===== config.mk =====
export PLATFORM = sky130hd
export DESIGN_NAME = md_seq
export DESIGN_NICKNAME = d
export VERILOG_FILES = /design/src/rtl/md_seq.sv
export SDC_FILE = /design/constraint.sdc
export NUM_CORES = 1
export LEC_CHECK = 0
export BUFFER_PORTS_ARGS = -buffer_cell sky130_fd_sc_hd__clkbuf_2
export CELL_PAD_IN_SITES_DETAIL_PLACEMENT = 1
export CELL_PAD_IN_SITES_GLOBAL_PLACEMENT = 2
export CORE_UTILIZATION = 34
export DETAILED_ROUTE_END_ITERATION = 10
export PLACE_DENSITY_LB_ADDON = 0.1
export SLEW_MARGIN = 30
export SYNTH_ARGS = -nofsm -noshare
export SYNTH_HDL_FRONTEND = slang
export SYNTH_SLANG_ARGS = --single-unit

===== constraint.sdc =====
create_clock -name clk -period 9 [get_ports clk]
set_input_delay 0.9 -clock clk [delete_from_list [all_inputs] [get_ports clk]]
set_output_delay 0.9 -clock clk [all_outputs]
set_load 0.01 [all_outputs]

===== src/rtl/md_seq.sv =====
`timescale 1ns/1ps
`default_nettype none
// ============================================================================
//  Module   : md_seq
//  Purpose  : Iterative radix-2 multiply/divide sequencer for the EX stage.
//             Accepts mult/multu/div/divu, runs one iteration per cycle for
//             WIDTH cycles, stalls EX while running, and presents a
//             registered HI/LO result for a single cycle.
//  Ports    : clk, rst (async, active-high)
//             start, op[1:0], src_a, src_b, cancel    -- request from EX
//             stallreq_for_ex (comb), busy, result_valid (registered)
//             hi_o, lo_o                              -- HI/LO result
//  Revision : 1.0  initial release
// ============================================================================
module md_seq #(
  parameter int WIDTH = 32
) (
  input  logic             clk,
  input  logic             rst,
  input  logic             start,
  input  logic [1:0]       op,
  input  logic [WIDTH-1:0] src_a,
  input  logic [WIDTH-1:0] src_b,
  input  logic             cancel,
  output logic             stallreq_for_ex,
  output logic             busy,
  output logic             result_valid,
  output logic [WIDTH-1:0] hi_o,
  output logic [WIDTH-1:0] lo_o
);

  localparam int              CNT_W     = (WIDTH > 1) ? $clog2(WIDTH) : 1;
  localparam logic [CNT_W-1:0] LAST_ITER = CNT_W'(WIDTH - 1);

  typedef enum logic [1:0] {
    S_IDLE = 2'd0,
    S_RUN  = 2'd1,
    S_DONE = 2'd2
  } state_t;

  state_t               state_q, state_d;
  logic                 div_q, div_d;
  logic                 sign_a_q, sign_a_d;
  logic                 sign_b_q, sign_b_d;
  logic [WIDTH-1:0]     mag_a_q, mag_a_d;
  logic [WIDTH-1:0]     mag_b_q, mag_b_d;
  logic [WIDTH-1:0]     raw_a_q, raw_a_d;
  logic [CNT_W-1:0]     cnt_q, cnt_d;
  logic [2*WIDTH-1:0]   acc_q, acc_d;
  logic [WIDTH-1:0]     rem_q, rem_d;
  logic [WIDTH-1:0]     quo_q, quo_d;
  logic                 busy_q, busy_d;
  logic                 result_valid_q, result_valid_d;
  logic [WIDTH-1:0]     hi_q, hi_d;
  logic [WIDTH-1:0]     lo_q, lo_d;

  // Operand conditioning at acceptance: signed ops keep magnitudes plus signs.
  logic                 in_signed, in_neg_a, in_neg_b;
  logic [WIDTH-1:0]     in_abs_a, in_abs_b;

  // One engine step of each kind.
  logic [WIDTH:0]       mul_sum;
  logic [2*WIDTH-1:0]   mul_next;
  logic [WIDTH:0]       div_shift, div_diff;
  logic                 div_ge;
  logic [WIDTH-1:0]     rem_next, quo_next;

  // Final results after sign fixup.
  logic [2*WIDTH-1:0]   prod_fix;
  logic [WIDTH-1:0]     quo_fix, rem_fix;

  always_comb begin
    in_signed = ~op[0];
    in_neg_a  = in_signed & src_a[WIDTH-1];
    in_neg_b  = in_signed & src_b[WIDTH-1];
    // The most negative value negates to itself, which is its correct
    // unsigned magnitude.
    in_abs_a  = in_neg_a ? -src_a : src_a;
    in_abs_b  = in_neg_b ? -src_b : src_b;
  end

  always_comb begin
    // Shift-add: add the multiplicand into the upper half when the current
    // multiplier bit (LSB of the accumulator) is set, then shift right.
    mul_sum   = {1'b0, acc_q[2*WIDTH-1:WIDTH]} + (acc_q[0] ? {1'b0, mag_a_q} : '0);
    mul_next  = {mul_sum, acc_q[WIDTH-1:1]};

    // Restoring division: the dividend bits stream out of quo_q's MSB while
    // quotient bits stream in at the LSB.
    div_shift = {rem_q, quo_q[WIDTH-1]};
    div_diff  = div_shift - {1'b0, mag_b_q};
    div_ge    = ~div_diff[WIDTH];
    rem_next  = div_ge ? div_diff[WIDTH-1:0] : div_shift[WIDTH-1:0];
    quo_next  = {quo_q[WIDTH-2:0], div_ge};

    prod_fix  = (sign_a_q ^ sign_b_q) ? -mul_next : mul_next;
    quo_fix   = (sign_a_q ^ sign_b_q) ? -quo_next : quo_next;
    rem_fix   = sign_a_q ? -rem_next : rem_next;
    // Zero divisor: quotient all ones, remainder is the dividend as issued.
    if (mag_b_q == '0) begin
      quo_fix = '1;
      rem_fix = raw_a_q;
    end
  end

  always_comb begin
    state_d  = state_q;
    div_d    = div_q;
    sign_a_d = sign_a_q;
    sign_b_d = sign_b_q;
    mag_a_d  = mag_a_q;
    mag_b_d  = mag_b_q;
    raw_a_d  = raw_a_q;
    cnt_d    = cnt_q;
    acc_d    = acc_q;
    rem_d    = rem_q;
    quo_d    = quo_q;
    hi_d     = hi_q;
    lo_d     = lo_q;

    case (state_q)
      S_IDLE: begin
        cnt_d = '0;
        if (start && !cancel) begin
          state_d  = S_RUN;
          div_d    = op[1];
          sign_a_d = in_neg_a;
          sign_b_d = in_neg_b;
          mag_a_d  = in_abs_a;
          mag_b_d  = in_abs_b;
          raw_a_d  = src_a;
          acc_d    = {{WIDTH{1'b0}}, in_abs_b};
          rem_d    = '0;
          quo_d    = in_abs_a;
        end
      end
      S_RUN: begin
        if (cancel) begin
          state_d = S_IDLE;
          cnt_d   = '0;
        end else begin
          if (div_q) begin
            rem_d = rem_next;
            quo_d = quo_next;
          end else begin
            acc_d = mul_next;
          end
          cnt_d = cnt_q + CNT_W'(1);
          if (cnt_q == LAST_ITER) begin
            state_d = S_DONE;
            cnt_d   = '0;
            hi_d    = div_q ? rem_fix : prod_fix[2*WIDTH-1:WIDTH];
            lo_d    = div_q ? quo_fix : prod_fix[WIDTH-1:0];
          end
        end
      end
      S_DONE:  state_d = S_IDLE;
      default: state_d = S_IDLE;
    endcase

    busy_d         = (state_d == S_RUN);
    result_valid_d = (state_d == S_DONE);
  end

  always_ff @(posedge clk or posedge rst) begin
    if (rst) begin
      state_q        <= S_IDLE;
      div_q          <= 1'b0;
      sign_a_q       <= 1'b0;
      sign_b_q       <= 1'b0;
      mag_a_q        <= '0;
      mag_b_q        <= '0;
      raw_a_q        <= '0;
      cnt_q          <= '0;
      acc_q          <= '0;
      rem_q          <= '0;
      quo_q          <= '0;
      busy_q         <= 1'b0;
      result_valid_q <= 1'b0;
      hi_q           <= '0;
      lo_q           <= '0;
    end else begin
      state_q        <= state_d;
      div_q          <= div_d;
      sign_a_q       <= sign_a_d;
      sign_b_q       <= sign_b_d;
      mag_a_q        <= mag_a_d;
      mag_b_q        <= mag_b_d;
      raw_a_q        <= raw_a_d;
      cnt_q          <= cnt_d;
      acc_q          <= acc_d;
      rem_q          <= rem_d;
      quo_q          <= quo_d;
      busy_q         <= busy_d;
      result_valid_q <= result_valid_d;
      hi_q           <= hi_d;
      lo_q           <= lo_d;
    end
  end

  assign stallreq_for_ex = ((state_q == S_IDLE) && start && !cancel) || (state_q == S_RUN);
  assign busy            = busy_q;
  assign result_valid    = result_valid_q;
  assign hi_o            = hi_q;
  assign lo_o            = lo_q;

endmodule
`default_nettype wire


# Yosys cells after proc, flatten, opt, wreduce, memory -nomap -nowiden
# Index checks and enable logic that the tools add are counted.
# classes
addsub,8
eq_ne,8
n_mux,30
n_bitwise,6
n_reduce_logical,12
# ops
cell,count
32-bit two-way mux,16
64-bit two-way mux,4
32-bit negation,4
32-bit one-hot mux with 2 select lines,2
64-bit one-hot mux with 2 select lines,1
64-bit negation,1
32-bit by 32-bit adder with 33-bit output,1
33-bit by 32-bit subtractor with 33-bit output,1
32-bit zero test,1
5-bit two-way mux,2
5-bit one-hot mux with 2 select lines,1
"2-bit inequality test, second input constant",4
4-bit AND reduction,2
2-bit two-way mux,3
"5-bit by 1-bit adder with 5-bit output, second input constant",1
"5-bit == test, second input constant",1
"2-bit by 1-bit == test with 1-bit output, second input constant",2
2-bit one-hot mux with 2 select lines,1
1-bit logical AND,3
1-bit inverter,3
3-bit AND reduction,1
1-bit bitwise AND,2
"2-bit == test, second input constant",1
2-bit zero test,1
other kinds (5),5
# word_totals
reg_bits,300
inputBits,70
out_inout_bits,67
elab_cells,79

# Depth between registers and ports, before layout
# Gate-level depths: netlist (run 1).
# depth
word_depth,6
mapped_depth,28

# Worst setup path before layout (run 1)
# Ideal clock, no wire load.
# synth_timing
path_kind,flip-flop to flip-flop
from,register quo_q[31]
to,register hi_q[26] (netlist: hi_o[26])
setup_ps,65
arrival_ps,5139
t_required_ps,8935
path_slack_ps,3796
stages_incl_launch_ff,29
period_less_slack_ps,5204
cell_sequence,dfrtp_1 > inv_1 > ha_1 > inv_1 > fa_1 > a211oi_2 > o211ai_1 > nand2_1 > a211oi_2 > nor3_2 > nor2_4 > inv_2 > buf_2 > buf_2 > buf_2 > buf_2 > o21ai_0 > inv_1 > ha_1 > nand3b_1 > or3_1 > nor2_1 > o21ai_0 > and2_1 > or2_2 > clkbuf_1 > o311a_1 > o31ai_1 > a21o_1
# synth_via
elab_chain_cells,6
# synth_rtl
item,line_no,source
"start, declared",51,"logic [WIDTH-1:0] quo_q, quo_d;"
"start signal, assigned",193,quo_q <= quo_d;
33-bit by 32-bit subtractor with 33-bit output,91,"div_diff = div_shift - {1'b0, mag_b_q};"
32-bit two-way mux (*),93,rem_next = div_ge ? div_diff[WIDTH-1:0] : div_shift[WIDTH-1:0];
32-bit negation,98,rem_fix = sign_a_q ? -rem_next : rem_next;
32-bit two-way mux (*),98,
32-bit two-way mux (*),100,if (mag_b_q == '0) begin
32-bit two-way mux (*),152,hi_d = div_q ? rem_fix : prod_fix[2*WIDTH-1:WIDTH];
"end signal, assigned",196,hi_q <= hi_d;
"end, declared",54,"logic [WIDTH-1:0] hi_q, hi_d;"
# Mark *: on every way between the ends. The rest lies on a longest branch, timed or not.
# A chain may end at the register's enable or synchronous reset.

# Worst setup path after layout (run 1)
# layout_timing
from,register mag_b_q[0]
to,register hi_q[30] (netlist: hi_o[30])
# layout_via
elab_chain_cells,6
# layout_rtl
item,line_no,source
"start, declared",46,"logic [WIDTH-1:0] mag_b_q, mag_b_d;"
"start signal, assigned",188,mag_b_q <= mag_b_d;
33-bit by 32-bit subtractor with 33-bit output,91,
32-bit two-way mux,93,
32-bit negation,98,
32-bit two-way mux,98,
32-bit two-way mux (*),100,
32-bit two-way mux (*),152,
# Marks and branches as above.

==> results of run 1 <==
## logic make-up (layout without fill, tap and decap cells)
kind of cell / count (synthesis) / count (layout)
flip-flops: 299 / 299
XOR/XNOR: 209 / 209
other: 0 / 2
buffers and inverters: 257 / 325
adder cells (fa/ha/maj): 73 / 73
AND/OR/NAND/NOR: 980 / 980
AO/OA/AOI/OAI: 879 / 879
multiplexers: 27 / 27
## final cells by class
class,instances,share of cell area (%)
inverters,84,1.31
repair buffers,164,3.81
well taps,846,4.33
clock inverters,14,0.727
diodes,2,0.0205
multi-input cells,2168,54.2
clock buffers,63,5.00
flip-flops and latches,299,30.6
## worst min-delay path by stage
stage                  endpoint
finish              mag_a_q[19]
global route           cnt_q[3]
CTS                  raw_a_q[6]
detailed placement   raw_a_q[6]
global placement    mag_a_q[22]
floorplan              cnt_q[3]
## registers in the layout, indices dropped and copies added (netlist names), 5 cells and up
name     count
acc_q       64
hi_o        32
lo_o        32
mag_a_q     32
mag_b_q     32
quo_q       32
rem_q       32
raw_a_q     31
cnt_q        5
## layer usage
layer / track usage (%) / vias to the layer above / wire [µm]
li1: - / 9810 / -
met1: 40.2 / 10500 / 43900
met2: 45.3 / 379 / 41700
met3: 3.17 / 93 / 3300
met4: 6.06 / 4 / 1890
met5: 0 / - / 23
## cells in the final DEF (no fill, tap or decap), types with 28 or more instances in the layout
cell,instances
nand3_1,39
and2_1,53
clkbuf_16,43
a21o_1,28
dfrtp_1,298
xnor2_1,118
nor3_1,64
inv_1,82
o22ai_1,32
ha_1,71
nand2_1,422
nor2_1,204
nor4_1,32
xor2_1,89
o31ai_1,34
o21ai_0,314
a21oi_1,210
a22o_1,33
clkbuf_2,136
## worst reg2reg max path: cells and delay by family, from the launching register on
kind,cells,cell delay (ns)
compound gates,8,1.77
simple gates,7,1.71
fa+ha+maj,3,0.97
buf+inv,2,0.52
flops,1,0.47
mux,1,0.35
## through the flow
stage	cell area (µm²)	std cells	setup slack, ns
finish	24400	3640	3.07
global route	24400	3638	2.70
CTS	24400	3637	3.14
detailed placement	23000	3560	3.16
global placement	23000	3560	3.28
floorplan	21700	2724	3.80
## report_power, final
group / switching [mW] / internal [mW]
Sequential: 0.298 / 1.57
Clock: 0.699 / 1.03
Combinational: 1.66 / 0.870
Total: 2.66 / 3.47
==> metrics.txt, run 1 <==
Worst Hold Class flop to flop; YS warnings 0; hold bufs inserted after CTS 0; crit path launch mag_b_q[0]; Worst EP arrival 6.38 ns; synthesis-stage register bit count 299; GP Congestion around 0.9; synth top area cells dfrtp_1, nand2_1, o21ai_0, a21oi_1, xnor2_1; post-CTS setup buffer count 0; largest family of logic cells by synthesized area compound AO/OA/AOI/OAI gates; Total Wirelength just over 90 mm; status completed; total gr overflow 0; Die Y 254 µm; Clock Path Buffers 3; via count about 21000; post-synthesis mux area share 1.27%; ys async rst share 100%; Post-synth EDFFs 0; Synth Instances roughly 2700; Via-to-Cell Ratio ~5.7; full die area 0.0647 mm²; DRT iter0 DRCs 1561; Worst setup SP type flop; Skew-Pair Late Insertion Delay approximately 0.6 ns; layout cells sized above 1 a little over a tenth; H-tree levels 2; endpoints failing setup 0; post-synthesis simple-gate area fraction 21.3%; Synth Area in XOR/XNOR under 10%; Util after Layout just under 40%; crit end category flop; CP delay by family, top compound AO/OA/AOI/OAI gates; hold_sp mag_a_q[19]; RSZ-0062 raised after global routing no; synth cell count leaders nand2_1, o21ai_0, dfrtp_1; Avg Cell Area, Syn ~8.0 µm²; Post-Syn Area ~0.022 mm²; Setup TNS Final 0 ns; number of cells on the worst hold path 2; first-pass GRT wire length 137 mm; Rows about 90; initial antenna violation count 8; Worst Path Buf+Inv 2; initial core utilization ~34%; Max VDD drop 0.184 mV; cell taking the most area after synthesis dfrtp_1; final slew viol count 0; R2R Setup Slk 3.07 ns; Sink Count between 200 and 300; register area share after synthesis about 35%; clk slew on worst S/H paths around 0.060 ns; GRT Resource Usage Total 28.1%; Slowest cell on crit path or4_1; Fillers about 7600; Synth cell types 99; CTS tree done; core area about 0.063 mm²; P per Cell Area 251 mW/mm²; clock skew between 0.02 and 0.03 ns; total power ~6.1 mW; worst path required time about 9.5 ns; Largest stage delay, worst path 0.58 ns; top-area cell type share of the netlist area 34.5%; maxcap violations 0; Fin. Hold Viols 0; Max-slew headroom 31.6%; crit path time final 5.93 ns; largest net degree at the start of global routing around 170; fin crit share ~66%; post-CTS sizing 0; Reg2Reg Depth 21; nets 2902; adder-cell share of the synthesized area 4.29%; HPWL Detailed 69.8 mm; Synth Area in Compound Gates between 20% and 30%; Detailed Routing Iterations Pass 1 8; Hold WS between 0.4 and 0.5 ns; I/O pin count between 100 and 150; FMAX between 150 and 200 MHz; Reg-to-Reg End hi_o[30]; ys flop type dfrtp_1; Worst R2R Start mag_b_q[0]; Layout area overhead 12.8%; I/O Buffers 136; leakage between 10 and 15 nW; Critical Path End hi_o[30]; Reg area approximately 0.0075 mm²; CTS root buf clkbuf_16; actual slew at the worst max-slew pin 1.01 ns; Final ANT Viol Nets 0; Mapped Nets around 2900; Die W about 250 µm; Critical Path, Cell by Cell ha_1, inv_1, fa_1, a211oi_2, o211ai_1, nand2_1, a211oi_2, o21a_2, nor2_4, buf_4, mux2i_1, ha_1, nand3b_1, or3_1, nor2_1, o21ai_0, a211oi_1, nand4_1, or4_1, a31oi_1, o21ai_1; Levels on crit path 21; count leader, synth nand2_1; area of the multi-input gates between 0.01 and 0.015 mm²; WL/cell ~25 µm; vias in the first global route between 20000 and 25000; cts bufs inserted 42; Max FO, Critical Path 33; DRC viols 0; critical path type flop to flop
No activity file was read; power rests on OpenSTA's default activity.
==> run 2: changes to the inputs <==
clock period = 4.83 ns   (was 9 ns; I/O delays follow)
==> metrics.txt, run 2 (same netlist as run 1, synthesis figures left out) <==
initial antenna violation count 4 (was 8); total gr overflow 0 (unchanged); hold bufs inserted after CTS 0 (unchanged); initial core utilization 34.4% (unchanged); Largest stage delay, worst path 0.41 ns (was 0.58 ns); Rows 92 (unchanged); Max VDD drop 0.214 mV (was 0.184 mV); Hold WS 0.0289 ns (was 0.474 ns); Clock Path Buffers 3 (unchanged); Worst setup SP type flop (unchanged); final non-filler cell total 3704 (was 3640); CTS root buf clkbuf_16 (unchanged); crit path launch quo_q[31] (was mag_b_q[0]); FMAX 216 MHz (was 169 MHz); layout cells sized above 1 13.6% (was 10.6%); Die Y 254 µm (unchanged); CTS tree done (unchanged); I/O Buffers 136 (unchanged); crit path time final 4.63 ns (was 5.93 ns); maxcap violations 0 (unchanged); R2R Setup Slk 0.20 ns (was 3.07 ns); Post-Place Cells 3631 (was 3560); cts bufs inserted 40 (was 42); max reg flops 64 (unchanged); vias in the first global route 21600 (was 20900); DRT iter0 DRCs 1455 (was 1561); Skew-Pair Late Insertion Delay 0.59 ns (about the same); core area 0.0630 mm² (unchanged); clock skew 0.0336 ns (was 0.0281 ns); Worst R2R Start quo_q[31] (was mag_b_q[0]); Critical Path End hi_o[28] (was hi_o[30]); Slowest cell on crit path dfrtp_1 (was or4_1); Top reg by flops acc_q (unchanged); HPWL Detailed 70.3 mm (was 69.8 mm); Critical Path, Cell by Cell inv_2, ha_4, inv_2, fa_2, a211oi_4, o211ai_1, nand2_1, a211oi_4, o21a_2, nor2_4, mux2i_4, ha_4, nand3b_1, or3_4, nor2_2, o21ai_2, and2_1, or2_4, o31ai_1, nor3b_1, a211oi_1 (was ha_1, inv_1, fa_1, a211oi_2, o211ai_1, nand2_1, a211oi_2, o21a_2, nor2_4, buf_4, mux2i_1, ha_1, nand3b_1, or3_1, nor2_1, o21ai_0, a211oi_1, nand4_1, or4_1, a31oi_1, o21ai_1); Worst Hold Class input pin to async pin (was flop to flop); via count 21300 (was 20800); GP Congestion 0.912 (was 0.900); most frequent cells in the layout nand2_1, o21ai_0, dfrtp_1, a21oi_1, nor2_1 (unchanged); Detailed Routing Iterations Pass 1 5 (was 8); fin crit share 95.8% (was 65.9%); Max FO, Critical Path 7 (was 33); worst path required time 5.21 ns (was 9.46 ns); critical path type flop to flop (unchanged); GRT Resource Usage Total 28.0% (was 28.1%); Sw Ratio 42.3% (was 43.4%); Fin. Hold Viols 0 (unchanged); H-tree levels 2 (unchanged); actual slew at the worst max-slew pin 0.990 ns (was 1.01 ns); most common cell after layout, fill and taps aside nand2_1 (unchanged); Sink Count 299 (unchanged); post-CTS setup buffer count 0 (unchanged); Final ANT Viol Nets 0 (unchanged); largest net degree at the start of global routing 135 (was 168); I/O pin count 137 (unchanged); Total Wirelength 90.8 mm (about the same); post-CTS sizing 0 (unchanged); Sw Pwr 4.96 mW (was 2.66 mW); Layout area overhead 16.0% (was 12.8%); leakage 11.2 nW (was 10.8 nW); crit end category flop (unchanged); status completed (unchanged); DRC viols 0 (unchanged); endpoints failing setup 0 (unchanged); P_int 6.76 mW (was 3.47 mW); diode count 0 (was 2); P per Cell Area 467 mW/mm² (was 251 mW/mm²); Reg-to-Reg End hi_o[28] (was hi_o[30]); first-pass GRT wire length 137 mm (about the same); Reg2Reg Depth 21 (unchanged); Die W 254 µm (unchanged); full die area 0.0647 mm² (unchanged); Comb pwr share 42.5% (was 41.3%); clock network fraction of design power 28.3% (was 28.2%); clk slew on worst S/H paths 0.07 ns (was 0.06 ns); nets 2970 (was 2902); final slew viol count 0 (unchanged); part of the power in registers 29.2% (was 30.4%); Util after Layout 39.9% (was 38.8%); Worst EP arrival 5.01 ns (was 6.38 ns); WL/cell 24.5 µm (was 25.0 µm); Max-slew headroom 34.0% (was 31.6%); Via-to-Cell Ratio 5.74 (was 5.72)
run 2: changes by cell type in the layout (fill, tap and decap cells not counted), moves of 3 or more:
cell	delta
buf_12	+5
buf_4	+68
bufinv_16	+4
clkbuf_1	-7
clkinv_2	+4
clkinv_4	-3
inv_1	-3
inv_2	+3
o21ai_0	-3
run 2: how the worst min path moves through the flow:
stage,to,slack (ns),depth (start not counted),from
2_1_floorplan,cnt_q[3],0.44,1,cnt_q[3]
3_3_place_gp,raw_a_q[24],0.45,2,raw_a_q[24]
3_5_place_dp,raw_a_q[3],0.46,2,raw_a_q[3]
4_1_cts,hi_o[21],0.01,2,rst
5_1_grt,hi_o[21],0.06,2,rst
6_report,hi_o[21],0.03,2,rst
run 2: area by class of cell:
class                           instances  area, µm²
Fill cell                            7589      37800
Multi-Input combinational cell       2168      13400
Sequential cell                       299       7480
Timing Repair Buffer                  234       1490
Clock buffer                           52       1120
Tap cell                              846       1060
Inverter                               84        319
Clock inverter                         21        295
run 2: through the flow:
step	setup TNS, ns	setup WS, ns	power (mW)	area (µm²)
finish	0	0.204	11.7	25100
global route	-0.0206	-0.0131	12.4	25100
CTS	0	0.0291	11.8	25000
detailed placement	0	0.0702	8.37	23600
global placement	-0.0214	-0.0214	8.27	23600
floorplan	0	0.0415	6.59	21700
run 2: critical path, delay by kind of cell, from the launching register on:
kind                     cells  cell delay, ns
buffers and inverters        2            0.13
multiplexers                 1            0.30
adder cells (fa/ha/maj)      3            0.73
AND/OR/NAND/NOR              8            1.75
flip-flops                   1            0.41
AO/OA/AOI/OAI                7            1.12
run 2: layer usage:
layer  vias to the layer above  part of all wire [%]  track usage, %
li1                       9934                     -               -
met2                       439                    46            45.4
met4                         0                   2.1            6.95
met3                        93                   4.0            2.67
met1                     10800                    48            39.8
met5                         -                     0               0
run 2: power by group through the flow:
stage / registers (mW) / clock network [mW] / logic [mW]
after floorplan: 3.27 / 0 / 3.32
after global placement: 3.45 / 0 / 4.83
after detailed placement: 3.47 / 0 / 4.90
after CTS: 3.43 / 3.38 / 4.95
after global routing: 3.49 / 3.45 / 5.45
final: 3.42 / 3.31 / 4.98
